[config.mk]
export PLATFORM = sky130hd
export DESIGN_NAME = ad_channel_averager
export DESIGN_NICKNAME = d
export VERILOG_FILES = /design/src/rtl/ad_channel_averager.sv
export SDC_FILE = /design/constraint.sdc
export NUM_CORES = 1
export LEC_CHECK = 0
export ABC_CLOCK_PERIOD_IN_PS = 4480
export CORE_AREA = 5 5 191 193
export CTS_BUF_LIST = sky130_fd_sc_hd__clkbuf_16
export DETAILED_ROUTE_END_ITERATION = 10
export DIE_AREA = 0 0 196 198
export GPL_ROUTABILITY_DRIVEN = 1
export GPL_TIMING_DRIVEN = 0
export PLACE_DENSITY = 0.59
export SLEW_MARGIN = 15
export SYNTH_ARGS = -nofsm -noshare
export SYNTH_HDL_FRONTEND = slang
export SYNTH_SLANG_ARGS = --single-unit
[constraint.sdc]
create_clock -name CLK -period 4.48 [get_ports CLK]
set_clock_uncertainty 0.2 [all_clocks]
set_input_delay 1.344 -clock CLK [delete_from_list [all_inputs] [get_ports CLK]]
set_output_delay 1.344 -clock CLK [all_outputs]
set_load 0.05 [all_outputs]
[src/rtl/ad_channel_averager.sv]
// Per-channel boxcar averager for the ADC SPI frame stream: demultiplexes frames
// by channel, averages 2^LOG2_AVG samples and publishes each result into a readable bank.
module ad_channel_averager #(
  parameter int LOG2_AVG = 4,
  parameter int DATA_W   = 12,
  parameter int CH_W     = 3
) (
  input  logic              CLK,
  input  logic              RST,
  input  logic [15:0]       Frame_Data,
  input  logic              Frame_Strobe,
  input  logic              Data_Valid,
  input  logic              Enable,
  input  logic              Clear,
  output logic              Avg_Valid,
  output logic [CH_W-1:0]   Avg_Channel,
  output logic [DATA_W-1:0] Avg_Data,
  input  logic [CH_W-1:0]   Rd_Channel,
  output logic [DATA_W-1:0] Rd_Data,
  output logic [7:0]        Frame_Err_Cnt
);

  localparam int NCH   = 1 << CH_W;
  localparam int ACC_W = DATA_W + LOG2_AVG;
  localparam int CNT_W = (LOG2_AVG > 0) ? LOG2_AVG : 1;
  localparam logic [CNT_W-1:0] CNT_MAX = CNT_W'((1 << LOG2_AVG) - 1);

  // Strobe synchroniser plus edge register; all idle high so reset cannot fake an edge.
  logic sync1_reg, sync2_reg, sync3_reg;
  always_ff @(posedge CLK) begin
    if (RST) begin
      sync1_reg <= 1'b1;
      sync2_reg <= 1'b1;
      sync3_reg <= 1'b1;
    end else begin
      sync1_reg <= Frame_Strobe;
      sync2_reg <= sync1_reg;
      sync3_reg <= sync2_reg;
    end
  end

  logic rise, accept, err_hit;
  assign rise    = sync2_reg & ~sync3_reg;
  assign accept  = rise & Data_Valid & Enable & ~Frame_Data[15] & ~Clear;
  assign err_hit = rise & Data_Valid & Enable & Frame_Data[15];

  logic              frame_vld_reg;
  logic [CH_W-1:0]   frame_ch_reg;
  logic [DATA_W-1:0] frame_smp_reg;
  logic [7:0]        err_cnt_reg;

  always_ff @(posedge CLK) begin
    if (RST) begin
      frame_vld_reg <= 1'b0;
      frame_ch_reg  <= '0;
      frame_smp_reg <= '0;
      err_cnt_reg   <= '0;
    end else begin
      frame_vld_reg <= accept;
      if (accept) begin
        frame_ch_reg  <= Frame_Data[DATA_W +: CH_W];
        frame_smp_reg <= Frame_Data[DATA_W-1:0];
      end
      if (err_hit && (err_cnt_reg != 8'hFF))
        err_cnt_reg <= err_cnt_reg + 8'd1;
    end
  end
  assign Frame_Err_Cnt = err_cnt_reg;

  logic [ACC_W-1:0]  acc_vec [NCH];
  logic [CNT_W-1:0]  cnt_vec [NCH];
  logic [DATA_W-1:0] res_vec [NCH];

  logic [ACC_W-1:0]  sum_next;
  logic              win_done;
  logic [DATA_W-1:0] avg_next;
  assign sum_next = acc_vec[frame_ch_reg] + ACC_W'(frame_smp_reg);
  assign win_done = frame_vld_reg && (cnt_vec[frame_ch_reg] == CNT_MAX);
  assign avg_next = DATA_W'(sum_next >> LOG2_AVG);

  genvar gi;
  generate
    for (gi = 0; gi < NCH; gi++) begin : g_ch
      logic              hit;
      logic [ACC_W-1:0]  acc_reg;
      logic [CNT_W-1:0]  cnt_reg;
      logic [DATA_W-1:0] res_reg;

      assign hit = frame_vld_reg && (frame_ch_reg == CH_W'(gi));

      // Clear overrides an in-flight update of the window state only.
      always_ff @(posedge CLK) begin
        if (RST || Clear) begin
          acc_reg <= '0;
          cnt_reg <= '0;
        end else if (hit) begin
          if (win_done) begin
            acc_reg <= '0;
            cnt_reg <= '0;
          end else begin
            acc_reg <= sum_next;
            cnt_reg <= cnt_reg + CNT_W'(1);
          end
        end
      end

      always_ff @(posedge CLK) begin
        if (RST)
          res_reg <= '0;
        else if (hit && win_done)
          res_reg <= avg_next;
      end

      assign acc_vec[gi] = acc_reg;
      assign cnt_vec[gi] = cnt_reg;
      assign res_vec[gi] = res_reg;
    end
  endgenerate

  always_ff @(posedge CLK) begin
    if (RST) begin
      Avg_Valid   <= 1'b0;
      Avg_Channel <= '0;
      Avg_Data    <= '0;
      Rd_Data     <= '0;
    end else begin
      Avg_Valid <= win_done;
      if (win_done) begin
        Avg_Channel <= frame_ch_reg;
        Avg_Data    <= avg_next;
      end
      Rd_Data <= res_vec[Rd_Channel];
    end
  end

endmodule

=== Yosys cells after proc, flatten, opt, wreduce, memory -nomap -nowiden ===
Cells that the tools add are included.

* $add $sub $neg: 10
* Multiply operators: 0
* Divide/modulo/power cells: 0
* Magnitude comparators: 2
* Equal/unequal tests: 9
* Shift operators: 0
* Multiplexer cells: 18
* Bitwise logic cells: 11
* Reductions and logical operators: 20

{| class="wikitable"
|+ Operator list
! kind !! count
|-
| binary-select mux 16 bit (select 3 bit) || 1
|-
| 2-to-1 mux 16 bit || 3
|-
| 2-to-1 mux 4 bit || 10
|-
| binary-select mux 12 bit (select 3 bit) || 1
|-
| adder 4 x 1 -> 4 bit (second input constant) || 8
|-
| 2-to-1 mux 12 bit || 2
|-
| logical AND 1 bit || 18
|-
| adder 16 x 12 -> 16 bit || 1
|-
| binary-select mux 4 bit (select 3 bit) || 1
|-
| == test 3 bit (second input constant) || 4
|-
| adder 8 x 1 -> 8 bit (second input constant) || 1
|-
| greater-or-equal comparator 4 bit (second input constant) || 2
|-
| != test 8 bit (second input constant) || 1
|-
| NOT 3 -> 4 bit || 2
|-
| AND 1 bit || 6
|-
| == test 3 x 2 -> 1 bit (second input constant) || 2
|-
| == test 4 bit (second input constant) || 1
|-
| == test 3 x 1 -> 1 bit (second input constant) || 1
|-
| logical NOT 3 bit || 1
|-
| NOT 1 bit || 3
|-
| logical OR 1 bit || 1
|}

* Bits in registers: 311
* Latch bits: 0
* RAM bits: 0
* Memory bits (read-only): 0
* Logic and storage cells: 105
* Memories: 0

=== Longest topological paths before layout ===
* Word-level depth: 7
* Mapped depth: 17
* Depth with buffers taken out: 12

=== Worst setup path before layout ===
Ideal clock, no wire load.

* Path kind: reg-to-reg
* Start point: register frame_ch_reg[1]
* End point: register g_ch[3].res_reg[6]
* Data arrival time: 3.752 ns
* Required time: 4.209 ns
* Path slack: 0.458 ns
* Cell stages (with the launch flop): 18
* Buffers on the path: 5
* Cells stage by stage: dfxtp_1 buf_2 buf_6 buf_2 buf_1 mux4_2 mux2_2 ha_1 inv_1 fa_1 and2b_1 o31a_1 o21ai_2 o21ai_0 xor2_1 buf_2 nand2_1 a21oi_1

* Longest elaborated chain between the ends: 7

{| class="wikitable"
|+ RTL lines
! item !! line !! RTL
|-
| from (decl) || 48 || <nowiki>logic [CH_W-1:0] frame_ch_reg;</nowiki>
|-
| from (signal assigned) || 61 || <nowiki>frame_ch_reg <= Frame_Data[DATA_W +: CH_W];</nowiki>
|-
| parallel branches: the longest is 7 deep, another holds adder 16 x 12 -> 16 bit || -- ||
|-
| to (signal assigned) || 111 || <nowiki>res_reg <= avg_next;</nowiki>
|-
| to (decl) || 87 || <nowiki>logic [DATA_W-1:0] res_reg;</nowiki>
|}

Several ways; the timed one is not identified. The select of a mux whose other input is x is not followed.
A chain may end at the register's enable or synchronous reset.

=== Worst setup path in the final report ===
* Start point: register frame_ch_reg[1]
* End point: register g_ch[4].res_reg[9]

* Longest elaborated chain between the ends: 7

{| class="wikitable"
|+ RTL lines
! item !! line
|-
| parallel branches: the longest is 7 deep, another holds adder 16 x 12 -> 16 bit || --
|-
| to (signal assigned) || 111
|-
| to (decl) || 87
|}

Several ways; the timed one is not identified. The select of a mux whose other input is x is not followed.

==> results.md <==
- Post-route ant nets: 0
- Synthesis-to-layout area growth: 18.3%
- CP Class: flop to flop
- Worst path arrival time: 4.50 ns
- Placer congestion estimate: 0.908
- CP endpoint kind: flop
- Syn_nets: 1592
- Clk sinks: 311
- Post-synth EDFFs: 0
- Ant. Diodes: 0
- Vias: 11829
- Reg2reg path depth: 14
- Avg Synthesized Cell Area: 8.84 µm²
- FFs w/ async S/R, synth: 0%
- Post-synthesis sequential area ratio: 45.6%
- Hold slack final: 0.218 ns
- Min cycle time layout: 4.30 ns
- Pwr Total: 5.67 mW
- Startpoint types: flop
- Via density: 5.56
- Initial core utilization: 39.7%
- Final TNS setup: 0 ns
- IO Pins: 61
- CP Depth: 14
- Maximum clock rate: 233 MHz
- Post-Syn Area: 13700 µm²
- Slew HR: 33.4%
- WP buf/inv: 4
- Top cells by count, synth: 360 x nand2_1, 311 x dfxtp_1, 198 x a21oi_1, 132 x nor2_1, 74 x clkbuf_1
- Leak pwr: 5.62 nW
- Crit-path max FO: 19
- Outcome: finished, final reports clean
- Layout cells sized above 1: 12.4%
- RSZ-0062 raised after global routing: false
- Row cnt: 68
- Final setup fails: 0
- Flops & latches, synth: 311
- Top post-synthesis cells by area: dfxtp_1 46%, nand2_1 9.9%, mux4_2 9.1%, a21oi_1 7.3%, nor2_1 3.6%
- Crit path required time: 4.68 ns
- Worst path max stage delay: 0.46 ns
- Final Util: 47.0%
- Nets: 1696
- Gr ovfl total: 0
- Crit path max-delay family: buffers and inverters
- Cell variety after synth: 65
- Bufs on Longest Clock Path: 3
- Hold Crit Class: flop to flop
- Initial DRC Count: 911
- CTS tree: done
- CP Cell Sequence: buf_4 > buf_6 > buf_6 > mux4_2 > mux2_2 > ha_1 > a21oi_2 > o21ai_1 > or3_1 > o211ai_4 > xnor2_4 > buf_4 > o21a_1 > nor2_1
- Largest net degree at the start of global routing: 20
- Die ar.: 38800 µm²
- Endpoints failing hold: 0
- Max_cap viols: 0
- Tcrit/Tclk final: 96.0%
- P per Cell Area: 351 nW/µm²
- Initial antenna violation count: 0
- Gr usage total: 22.3%
- Pre-Repair DR Iteration Count: 5
- Post-Layout Cell Count: 2129
- Fillers: 3341
- Reg2Reg Launch Point: frame_ch_reg[1]$_SDFFE_PP0P_
- Top-count cell post-synth: nand2_1
- VDD IR-drop max: 0.000220 V
- Worst slew pin tran: 0.990 ns
- Die X: 196 µm
- Clock Latency Late Sink: 0.53 ns
- Final Max Tran Viols: 0
- Clock root buffer: clkbuf_16
- Mapped Cells: 1545
- Placed Cells: 2060
- DIE HEIGHT: 198 µm
- First-pass GRT wire length: 67400 µm
- I/O Buffers: 57
- Max reg flops: 128
- CP Launch Point: frame_ch_reg[1]$_SDFFE_PP0P_
- Most used DFF post-synth: dfxtp_1
- Cell taking the most area after synthesis: dfxtp_1
- Crit-path slowest cell: or3_1
- Synth top area share: 45.6%
- TritonCTS Buffers: 36
- Drt total wl: 44400 µm
- Yosys warns: 0
- H-tree Lvls: 2
- Vias in the first global route: 11424
- DR WL/cell: 20.8 µm
- RR Endpoint: g_ch[4].res_reg[9]$_SDFFE_PP0P_
- Dpl hpwl: 31700 µm
- Worst-path clk slew: 0.06 ns
- Crit path to: g_ch[4].res_reg[9]$_SDFFE_PP0P_
- Core Area: 34400 µm²
- # DRC: 0
- Worst R2R Setup Slack: 0.18 ns
[where the power goes]
group / switching (mW) / internal (mW) / total, mW
clock: 1.16 / 1.61 / 2.77
combinational: 0.0907 / 0.0398 / 0.131
sequential: 0.000668 / 2.77 / 2.77
total: 1.26 / 4.42 / 5.67
[cell usage in the layout, fill, tap and decap left out, drive strengths merged, types with 3 or more instances in the layout]
cell type,n
a21o,3
clkinv,12
nor2,135
o21a,11
inv,16
o211a,5
nand3b,11
o31ai,9
nor2b,8
clkdlybuf4s50,57
o41ai,4
a22oi,34
dfxtp,311
o211ai,5
a21oi,199
buf,54
a32o,9
nand2,360
or2,4
xnor2,9
xor2,8
nor3,20
and2,4
o21ai,40
mux2,11
mux4,55
mux2i,31
nand3,68
clkbuf,111
or3,4
a211oi,6
ha,21
and3,11
nand2b,4
[area by class of cell]
| class | instances | area [µm²] | area share, % |
|---|---|---|---|
| sequential | 311 | 6230 | 38.6 |
| clock buffer | 37 | 926 | 5.73 |
| multi-input combinational | 1110 | 7000 | 43.4 |
| inverter | 5 | 18.8 | 0.116 |
| clock inverter | 26 | 173 | 1.07 |
| tap | 455 | 569 | 3.52 |
| timing repair buffer | 68 | 664 | 4.11 |
| buffer | 117 | 571 | 3.53 |
[through the flow]
step / setup WS (ns) / instance area [µm²]
finish: 0.179 / 16200
global route: 0.0129 / 16200
CTS: 0.134 / 16100
detailed placement: -1.16 / 14800
global placement: -1.45 / 14800
floorplan: 0.458 / 13700
[worst min-delay path by stage]
stage                         startpoint                    to  slack, ns  cells after the start
floorplan           sync1_reg$_SDFF_PP1_  sync2_reg$_SDFF_PP1_       0.19                      1
global placement    sync1_reg$_SDFF_PP1_  sync2_reg$_SDFF_PP1_       0.20                      1
detailed placement  sync1_reg$_SDFF_PP1_  sync2_reg$_SDFF_PP1_       0.20                      1
CTS                 sync1_reg$_SDFF_PP1_  sync2_reg$_SDFF_PP1_       0.22                      1
global route        sync1_reg$_SDFF_PP1_  sync2_reg$_SDFF_PP1_       0.23                      1
finish              sync1_reg$_SDFF_PP1_  sync2_reg$_SDFF_PP1_       0.22                      1
[cells by family after synthesis]
group | Yosys count | synth area share [%]
flip-flops | 311 | 45.6
multiplexers | 97 | 12.3
AND/OR/NAND/NOR | 641 | 20.1
AO/OA/AOI/OAI | 333 | 14.7
adder cells (fa/ha/maj) | 22 | 2.07
buffers and inverters | 124 | 3.93
XOR/XNOR | 17 | 1.37
[layer usage]
metal  share of wire [%]  GRT usage [%]  up-vias  wire, µm
li1                    -              -     5607         -
met1                  41           27.6     5727     18300
met2                  48           38.9      385     21400
met3                 5.8           3.25      110      2560
met4                 4.8           9.54        0      2140
met5                   0              0        -         0
[timing repair]
action                                  in CTS  in global routing
buffers inserted                             8                  0
hold buffers                                 0                  0
endpoints found under the setup margin     196                 52
pin swaps                                    6                  0
gates resized for setup                     32                  5
(Power assumes the default switching activity.)
